<file path="src/rtl/hazard_pkg.sv">
`default_nettype none
// ============================================================================
//  Module   : hazard_pkg
//  Purpose  : Shared types and constants for the pipeline hazard controller.
//  Revision : 1.0 - initial release
// ============================================================================
package hazard_pkg;

    // Controller states: one-cycle pipeline clear, normal run, MDU stall
    typedef enum logic [1:0] {
        INIT     = 2'd0,
        RUN      = 2'd1,
        MDU_WAIT = 2'd2
    } hz_state_t;

    // Default watchdog limit for an MDU stall, in cycles
    localparam int HZ_MDU_MAX_CYC_DEF = 64;

    // x0 is hard-wired to zero, so a load into it can never create a hazard
    localparam logic [4:0] REG_X0 = 5'd0;

endpackage : hazard_pkg
`default_nettype wire

</file>
<file path="src/rtl/hazard_perf_cnt.sv">
`default_nettype none
// ============================================================================
//  Module   : hazard_perf_cnt
//  Purpose  : Stall-cycle and taken-branch-flush performance counters for the
//             hazard controller. Both counters wrap modulo 2^CNT_W.
//             Instantiated only when HAZARD_PERF_CNT_EN is defined.
//  Revision : 1.0 - initial release
// ============================================================================
module hazard_perf_cnt #(
    parameter int CNT_W = 32
) (
    input  logic             clk,
    input  logic             rst,
    input  logic             pcWrite,
    input  logic             branchFlush,
    output logic [CNT_W-1:0] stallCycles,
    output logic [CNT_W-1:0] flushCount
);

    logic [CNT_W-1:0] r_stallCycles;
    logic [CNT_W-1:0] r_flushCount;

    // Count every frozen-PC cycle and every taken-branch flush
    always_ff @(posedge clk or posedge rst) begin
        if (rst) begin
            r_stallCycles <= '0;
            r_flushCount  <= '0;
        end else begin
            if (!pcWrite)
                r_stallCycles <= r_stallCycles + 1'b1;
            if (branchFlush)
                r_flushCount  <= r_flushCount + 1'b1;
        end
    end

    assign stallCycles = r_stallCycles;
    assign flushCount  = r_flushCount;

endmodule : hazard_perf_cnt
`default_nettype wire

</file>
<file path="src/rtl/hazard_ctrl.sv">
`default_nettype none
// ============================================================================
//  Module   : hazard_ctrl
//  Purpose  : Hazard controller for the 5-stage RV32 pipeline. Sequences the
//             one-bubble load-use stall, taken-branch flush and the
//             multi-cycle MDU stall with its watchdog. Control outputs are
//             combinational (zero latency) from state and inputs.
//             Optional macro HAZARD_PERF_CNT_EN adds the stall_cycles and
//             flush_count performance counters.
//  Revision : 1.0 - initial release
// ============================================================================
module hazard_ctrl
    import hazard_pkg::*;
#(
    parameter int MDU_MAX_CYC = HZ_MDU_MAX_CYC_DEF
`ifdef HAZARD_PERF_CNT_EN
   ,parameter int CNT_W       = 32
`endif
) (
    input  logic             clk,
    input  logic             rst,
    input  logic [4:0]       id_rs1,
    input  logic [4:0]       id_rs2,
    input  logic             id_uses_rs1,
    input  logic             id_uses_rs2,
    input  logic             id_ex_memread,
    input  logic [4:0]       id_ex_rd,
    input  logic             ex_branch_taken,
    input  logic             ex_mdu_start,
    input  logic             mdu_done,
    output logic             pc_write,
    output logic             if_id_write,
    output logic             if_id_flush,
    output logic             id_ex_flush,
    output logic             id_ex_hold,
    output logic             ex_mem_bubble,
    output logic             mdu_abort,
    output logic             mdu_timeout
`ifdef HAZARD_PERF_CNT_EN
   ,output logic [CNT_W-1:0] stall_cycles
   ,output logic [CNT_W-1:0] flush_count
`endif
);

    localparam int c_CNT_W = $clog2(MDU_MAX_CYC);
    // The start cycle is the first stall cycle, so the watchdog fires on the
    // wait cycle whose count value is MDU_MAX_CYC-2 (the counter would be
    // stepping to MDU_MAX_CYC-1), giving MDU_MAX_CYC stall cycles in total.
    localparam logic [c_CNT_W-1:0] c_ABORT_AT = c_CNT_W'(MDU_MAX_CYC - 2);
    localparam logic [c_CNT_W-1:0] c_CNT_SAT  = {c_CNT_W{1'b1}};

    hz_state_t          r_state;
    hz_state_t          w_nextState;
    logic [c_CNT_W-1:0] r_waitCnt;
    logic [c_CNT_W-1:0] w_nextCnt;
    logic               r_timeout;
    logic               w_loadUse;
    logic               w_abort;

    // Load in EX feeding a source operand of the instruction in ID
    always_comb begin
        w_loadUse = id_ex_memread && (id_ex_rd != REG_X0) &&
                    ((id_uses_rs1 && (id_rs1 == id_ex_rd)) ||
                     (id_uses_rs2 && (id_rs2 == id_ex_rd)));
    end

    // State, wait counter and sticky watchdog flag
    always_ff @(posedge clk or posedge rst) begin
        if (rst) begin
            r_state   <= INIT;
            r_waitCnt <= '0;
            r_timeout <= 1'b0;
        end else begin
            r_state   <= w_nextState;
            r_waitCnt <= w_nextCnt;
            if (w_abort)
                r_timeout <= 1'b1;
        end
    end

    // Next-state and pipeline control decode
    always_comb begin
        w_nextState   = r_state;
        w_nextCnt     = r_waitCnt;
        w_abort       = 1'b0;
        pc_write      = 1'b0;
        if_id_write   = 1'b0;
        if_id_flush   = 1'b0;
        id_ex_flush   = 1'b0;
        id_ex_hold    = 1'b0;
        ex_mem_bubble = 1'b0;

        case (r_state)
            INIT: begin
                if_id_flush = 1'b1;
                id_ex_flush = 1'b1;
                w_nextState = RUN;
            end

            RUN: begin
                pc_write    = 1'b1;
                if_id_write = 1'b1;
                if (ex_branch_taken) begin
                    // Wrong-path instructions in IF and ID are discarded;
                    // MDU start and load-use belong to squashed work.
                    if_id_flush = 1'b1;
                    id_ex_flush = 1'b1;
                end else if (ex_mdu_start && !mdu_done) begin
                    pc_write      = 1'b0;
                    if_id_write   = 1'b0;
                    id_ex_hold    = 1'b1;
                    ex_mem_bubble = 1'b1;
                    w_nextState   = MDU_WAIT;
                    w_nextCnt     = '0;
                end else if (ex_mdu_start && mdu_done) begin
                    // Single-cycle MDU result: nothing to wait for
                end else if (w_loadUse) begin
                    pc_write    = 1'b0;
                    if_id_write = 1'b0;
                    id_ex_flush = 1'b1;
                end
            end

            MDU_WAIT: begin
                if (mdu_done) begin
                    // Release the stall in the same cycle the result lands
                    pc_write    = 1'b1;
                    if_id_write = 1'b1;
                    w_nextState = RUN;
                end else begin
                    id_ex_hold    = 1'b1;
                    ex_mem_bubble = 1'b1;
                    if (r_waitCnt == c_ABORT_AT) begin
                        w_abort     = 1'b1;
                        w_nextState = RUN;
                    end else if (r_waitCnt != c_CNT_SAT) begin
                        w_nextCnt = r_waitCnt + 1'b1;
                    end
                end
            end

            default: begin
                if_id_flush = 1'b1;
                id_ex_flush = 1'b1;
                w_nextState = INIT;
            end
        endcase
    end

    assign mdu_abort   = w_abort;
    assign mdu_timeout = r_timeout;

`ifdef HAZARD_PERF_CNT_EN
    logic w_branchFlush;
    assign w_branchFlush = (r_state == RUN) && ex_branch_taken;

    hazard_perf_cnt #(
        .CNT_W (CNT_W)
    ) u_perfCnt (
        .clk         (clk),
        .rst         (rst),
        .pcWrite     (pc_write),
        .branchFlush (w_branchFlush),
        .stallCycles (stall_cycles),
        .flushCount  (flush_count)
    );
`endif

endmodule : hazard_ctrl
`default_nettype wire

</file>
<file path="config.mk">
export PLATFORM = sky130hd
export DESIGN_NAME = hazard_ctrl
export DESIGN_NICKNAME = d
export VERILOG_FILES = /design/src/rtl/hazard_pkg.sv /design/src/rtl/hazard_perf_cnt.sv /design/src/rtl/hazard_ctrl.sv
export SDC_FILE = /design/constraint.sdc
export NUM_CORES = 1
export LEC_CHECK = 0
export CAP_MARGIN = 20
export CELL_PAD_IN_SITES_DETAIL_PLACEMENT = 1
export CELL_PAD_IN_SITES_GLOBAL_PLACEMENT = 1
export CORE_UTILIZATION = 30
export CTS_BUF_LIST = sky130_fd_sc_hd__clkbuf_8
export DETAILED_ROUTE_END_ITERATION = 7
export PLACE_DENSITY = 0.78
export SYNTH_ARGS = -nofsm -noshare
export SYNTH_HDL_FRONTEND = slang
export SYNTH_HIERARCHICAL = 1
export SYNTH_SLANG_ARGS = --single-unit
</file>
<file path="constraint.sdc">
create_clock -name clk -period 2.1 [get_ports clk]
set_input_delay 0.42 -clock clk [delete_from_list [all_inputs] [get_ports clk]]
set_output_delay 0.42 -clock clk [all_outputs]
set_load 0.05 [all_outputs]
</file>
# Word-level counts from Yosys, hierarchy flattened
# Index checks and enable logic that the tools add are counted.
[totals]
reg_bits = 9
wordCells = 60
output_inout_bits = 8
input_bits = 23
[op_classes]
reduce_logical = 13
muxes = 31
add_sub_neg = 1
n_eq_ne = 12
[ops]
columns = ["op", "n"]
rows = [
  ["6-bit 2-to-1 mux", 5],
  ["1-bit 2-to-1 mux", 16],
  ["6-bit one-hot mux with 2 select lines", 1],
  ["5-bit == test", 2],
  ["2-bit != test (second input constant)", 5],
  ["2-bit 2-to-1 mux", 4],
  ["1-bit one-hot mux with 2 select lines", 4],
  ["6-bit by 1-bit adder with 6-bit output (second input constant)", 1],
  ["6-bit == test (second input constant)", 1],
  ["1-bit logical AND", 6],
  ["6-bit != test (second input constant)", 1],
  ["2-bit one-hot mux with 3 select lines", 1],
  ["6-bit AND reduction", 1],
  ["5-bit nonzero test", 1],
  ["3-bit != test (second input constant)", 1],
  ["3-bit AND reduction", 1],
  ["2-bit by 1-bit == test with 1-bit output (second input constant)", 1],
  ["2-bit == test (second input constant)", 1],
  ["2-bit zero test", 1],
  ["2-bit nonzero test", 1],
  ["1-bit zero test", 1],
  ["1-bit logical OR", 1],
]

# Depth between registers and ports, before layout
[depth]
depth_word = 9
depth_mapped = 8
ltp_nobuf = 6

# Least setup slack after synthesis
# OpenSTA, ideal clock, no wires.
[synth_timing]
path_type = "register to output"
startpoint = "register r_state[0]"
endpoint = "output mdu_abort"
path_buffers = 1
required_ns = 1.680
arrival_time_ns = 2.587
slack_ns = -0.907
path_stages_with_launch = 5
cell_sequence = "dfrtp_1 -> inv_1 -> ha_1 -> clkbuf_1 -> nor4b_1"
[synth_via]
elab_chain_len = 2
[synth_lines]
columns = ["element", "line_no", "text"]
rows = [
  ["start: declaration", "hazard_ctrl.sv:52", "hz_state_t r_state;"],
  ["start signal: assignment", "hazard_ctrl.sv:74", "r_state <= w_nextState;"],
  ["2-bit == test", "hazard_ctrl.sv:93", "case (r_state)"],
  ["1-bit 2-to-1 mux", "hazard_ctrl.sv:93", ""],
  ["end: declaration", "hazard_ctrl.sv:37", "output logic mdu_abort,"],
]
# No other way between the ends.

# Worst setup path after layout
[layout_timing]
startpoint = "input id_ex_rd[2]"
endpoint = "output id_ex_flush"
[layout_via]
elab_chain_len = 9
word_cells_on_any_way = 13
cone_classes = "eq/ne: 2; mux: 5; reduce/logical: 6"
[layout_lines]
columns = ["element", "line_no", "text"]
rows = [
  ["start: declaration", "hazard_ctrl.sv:27", "input logic [4:0] id_ex_rd,"],
  ["5-bit == test, on equally long branches", "hazard_ctrl.sv:63, hazard_ctrl.sv:64", ""],
  ["1-bit logical AND, on equally long branches", "hazard_ctrl.sv:63, hazard_ctrl.sv:64", ""],
  ["1-bit logical OR", "hazard_ctrl.sv:63", "((id_uses_rs1 && (id_rs1 == id_ex_rd)) ||"],
  ["1-bit logical AND (*)", "hazard_ctrl.sv:62", "w_loadUse = id_ex_memread && (id_ex_rd != REG_X0) &&"],
  ["1-bit 2-to-1 mux (*)", "hazard_ctrl.sv:117", "end else if (w_loadUse) begin"],
  ["1-bit 2-to-1 mux (*)", "hazard_ctrl.sv:115", "end else if (ex_mdu_start && mdu_done) begin"],
  ["1-bit 2-to-1 mux (*)", "hazard_ctrl.sv:108", "end else if (ex_mdu_start && !mdu_done) begin"],
  ["1-bit 2-to-1 mux (*)", "hazard_ctrl.sv:103", "if (ex_branch_taken) begin"],
  ["1-bit one-hot mux with 2 select lines (*)", "hazard_ctrl.sv:93", ""],
  ["end: declaration", "hazard_ctrl.sv:34", "output logic id_ex_flush,"],
]
# Every way passes the cells marked *; elsewhere a longest branch is shown, timed or not.

==> results.md <==
- I/O pin count: 31
- Class of the tightest hold or removal check: primary input to asynchronous set/reset pin
- Largest net degree at the start of global routing: 13
- Post-route worst hold slack: about 460 ps
- Share of the cycle needed by the critical path after routing: a little over nine tenths
- # setup viols final: 0
- Finished Cell Area: 1373 um2
- Cell Area, Synth: roughly 800 um2
- Endpoint class of the critical path: output pin
- Fraction of the mapped netlist area in simple logic gates: 22.94%
- Number of warnings issued by yosys: 6
- Seq/Total Area, Yosys: 28.48%
- Area growth from synthesis to layout: 73.58%
- Clock skew after layout: roughly 0.47 ps
- Post-CTS clock slew at the launch and capture registers of the worst setup and hold paths: 40 ps
- Leading cell types by count after synthesis: sky130_fd_sc_hd__nand2_1, sky130_fd_sc_hd__xnor2_1, sky130_fd_sc_hd__dfrtp_1, sky130_fd_sc_hd__o21ai_0, sky130_fd_sc_hd__inv_1
- Post-detailed-routing wire length: 2395 um
- Remaining global-route overflow: 0
- Max-cap check violation count: 0
- Number of DRC markers in iteration 0: 3
- Post-DP Area: 1239 um2
- Number of buffers added to fix hold violations after cts: 0
- Clock network latency to the later pin of the worst-skew pair: 230 ps
- Layout Nets: 165
- Total length of routed met3 wires: 144 um
- Antenna-violating nets left: 0
- Async set or reset register ratio after synthesis: 100.0%
- Dominant synthesized flop cell: sky130_fd_sc_hd__dfrtp_1
- Combined global-route utilization of all metal layers: between 10% and 20%
- DIE HEIGHT: about 53 um
- Data required, critical path: 1680 ps
- Placed wire-length estimate: 1833 um
- Number of levels the H-tree was split into: 1
- Initial antenna violation count: 0
- Longest Clk Path Bufs: 2
- Cell chosen for the clock root: sky130_fd_sc_hd__clkbuf_8
- Number of sinks on the clock net: 9
- Slew of the pin with the lowest slew margin: a little under 500 ps
- Leak pwr: 0.0006110 uW
- Adder-cell share of the synthesized area: 9.494%
- Cell count after synthesis: 94
- Number of fill cells in the layout: 290
- Post-synth cell types: 32
- Worst Setup Path Type: primary input to output pin
- Maximum operating frequency: about 0.49 GHz
- Vias after detailed routing: approximately 850
- Max rail drop VDD: 1.045 mV
- Compound-gate portion of the synthesized area: 19.15%
- Per-instance average area after synthesis: 8.412 um2
- Placeable core area: 2477 um2
- Post-Synth XOR/XNOR Area: 11.08%
- Max-slew violation total from the final report: 0
- Width of the die: between 50 and 60 um
- Largest driver fanout on the critical path: 2
- Unrepaired setup endpoints after global routing: false
- Main combinational cell family by area after synthesis: simple AND/OR/NAND/NOR gates
- Mux cell area share after synthesis: 1.266%
- Synth top area share: about 28%
- Global-route wire length before repair: 3864 um
- Post-synth top area cell: sky130_fd_sc_hd__dfrtp_1
- Yosys reg bits: 9
- Power density normalized to cell area: ~890 nW/um2
- Fin crit period: 2052 ps
- CP Data Arrival Time: 1630 ps
- Effective utilization at floorplan: 31.92%
- Vias/cell: 5.170
- Total iterations of the first detailed-routing run: 2
- Final routed DRC violation total: 0
- Share of cells above drive strength 1: 31.85%
- Die area: 2845 um2
- Run status: completed
- Diode count: 0
- Relative max-transition margin: 67.07%
- Via count of the first global-routing pass: 899
- # port buffers: 30
- CTS tree: built
- Highest layer used for signal routing: met4
- Floorplan row count: 18
- Met2 WL: 1235 um
- Net count of the mapped netlist: 123
- Per-cell routed wire length: 14.52 um
- Number of enable-type register cells in the synthesized netlist: 0
- TritonCTS Buffers: 3
- Leading cell types by total area after synthesis: sky130_fd_sc_hd__dfrtp_1, sky130_fd_sc_hd__xnor2_1, sky130_fd_sc_hd__ha_1
- Gpl congestion: 0.7523
- Wire length the detailed router placed on met1: 944 um
- Final hold violations: 0
- CP Launch Type: primary input
final cells by class:
type | instances | area, um2 | share of cell area, %
multi-input combinational | 73 | 596.8 | 43.48
inverter | 8 | 30.03 | 2.188
clock inverter | 1 | 3.754 | 0.2735
timing repair buffer | 41 | 436.7 | 31.81
tap | 30 | 37.54 | 2.735
clock buffer | 3 | 41.29 | 3.008
sequential | 9 | 226.5 | 16.50
worst max-delay path: stages:
cell	delay, ps
sky130_fd_sc_hd__buf_6	90
sky130_fd_sc_hd__or4_4	550
sky130_fd_sc_hd__nor2_4	120
sky130_fd_sc_hd__nor3b_4	70
sky130_fd_sc_hd__a31o_4	240
sky130_fd_sc_hd__buf_8	140
final timing paths:
kind,startpoint,end,slack (ps),depth (start not counted)
hold / removal,rst,mdu_timeout$_DFFE_PP0P_,460,2
setup reg to reg,r_waitCnt[0]$_DFFE_PP0P_,r_waitCnt[4]$_DFFE_PP0P_,140,6
min in group clk,mdu_timeout$_DFFE_PP0P_,mdu_timeout$_DFFE_PP0P_,470,1
setup / recovery,id_ex_rd[2],id_ex_flush,50,6
hold reg to reg,mdu_timeout$_DFFE_PP0P_,mdu_timeout$_DFFE_PP0P_,470,1
max in group asynchronous,rst,r_state[0]$_DFFE_PP0P_,1360,2
per-stage QoR:
| step | utilization (%) | TNS (ps) | setup WS (ps) | std cells | total power [uW] |
|---|---|---|---|---|---|
| after floorplan | - | -11.20 | -11.20 | 94 | 651.0 |
| after global placement | 50.00 | -902.0 | -329.6 | 157 | 917.3 |
| final | 55.40 | 0 | 48.42 | 165 | 1225 |
| after CTS | 54.75 | 0 | 5.217 | 165 | 1206 |
| after global routing | 55.40 | 0 | 3.118 | 165 | 1292 |
| after detailed placement | 50.00 | -1002 | -352.7 | 157 | 934.7 |
sequential cells by signal, indices dropped and copies added, names as in the netlist:
name,cells
mdu_timeout,1
r_state,2
r_waitCnt,6
kinds of logic (layout without fill, tap and decap cells):
kind of cell             count (synthesis)  in the layout
XOR/XNOR                                10             10
AND/OR/NAND/NOR                         32             32
AO/OA/AOI/OAI                           24             24
adder cells (fa/ha/maj)                  6              6
multiplexers                             1              1
flip-flops                               9              9
buffers and inverters                   12             53
per-layer routing:
metal / GRT usage [%] / vias to the layer above
li1: - / 411
met1: 20.78 / 401
met2: 32.92 / 34
met3: 4.023 / 7
met4: 12.28 / 0
met5: 0 / -
power breakdown:
group	total, uW	switching (uW)	internal, uW
sequential	228	30.3	197
combinational	802	428	375
clock	194	67.3	127
total	1220	525	699
cells in the final DEF, fill, tap and decap left out, drive strengths merged, types with 3 or more instances in the layout:
cell and n:
nor3b 3, xnor2 10, buf 22, nand2 10, clkbuf 3, nand3 3, ha 6, inv 9
a21oi 6, nand4 3, or3 4, o21ai 9, dlygate4sd2 12, clkdlybuf4s50 5, dfrtp 9
timing repair:
item | in CTS | in global routing
setup buffers | 4 | 0
resized for setup | 43 | 6
setup endpoints to repair | 7 | 6
pin swaps | 18 | 5
(Power assumes the default switching activity.)
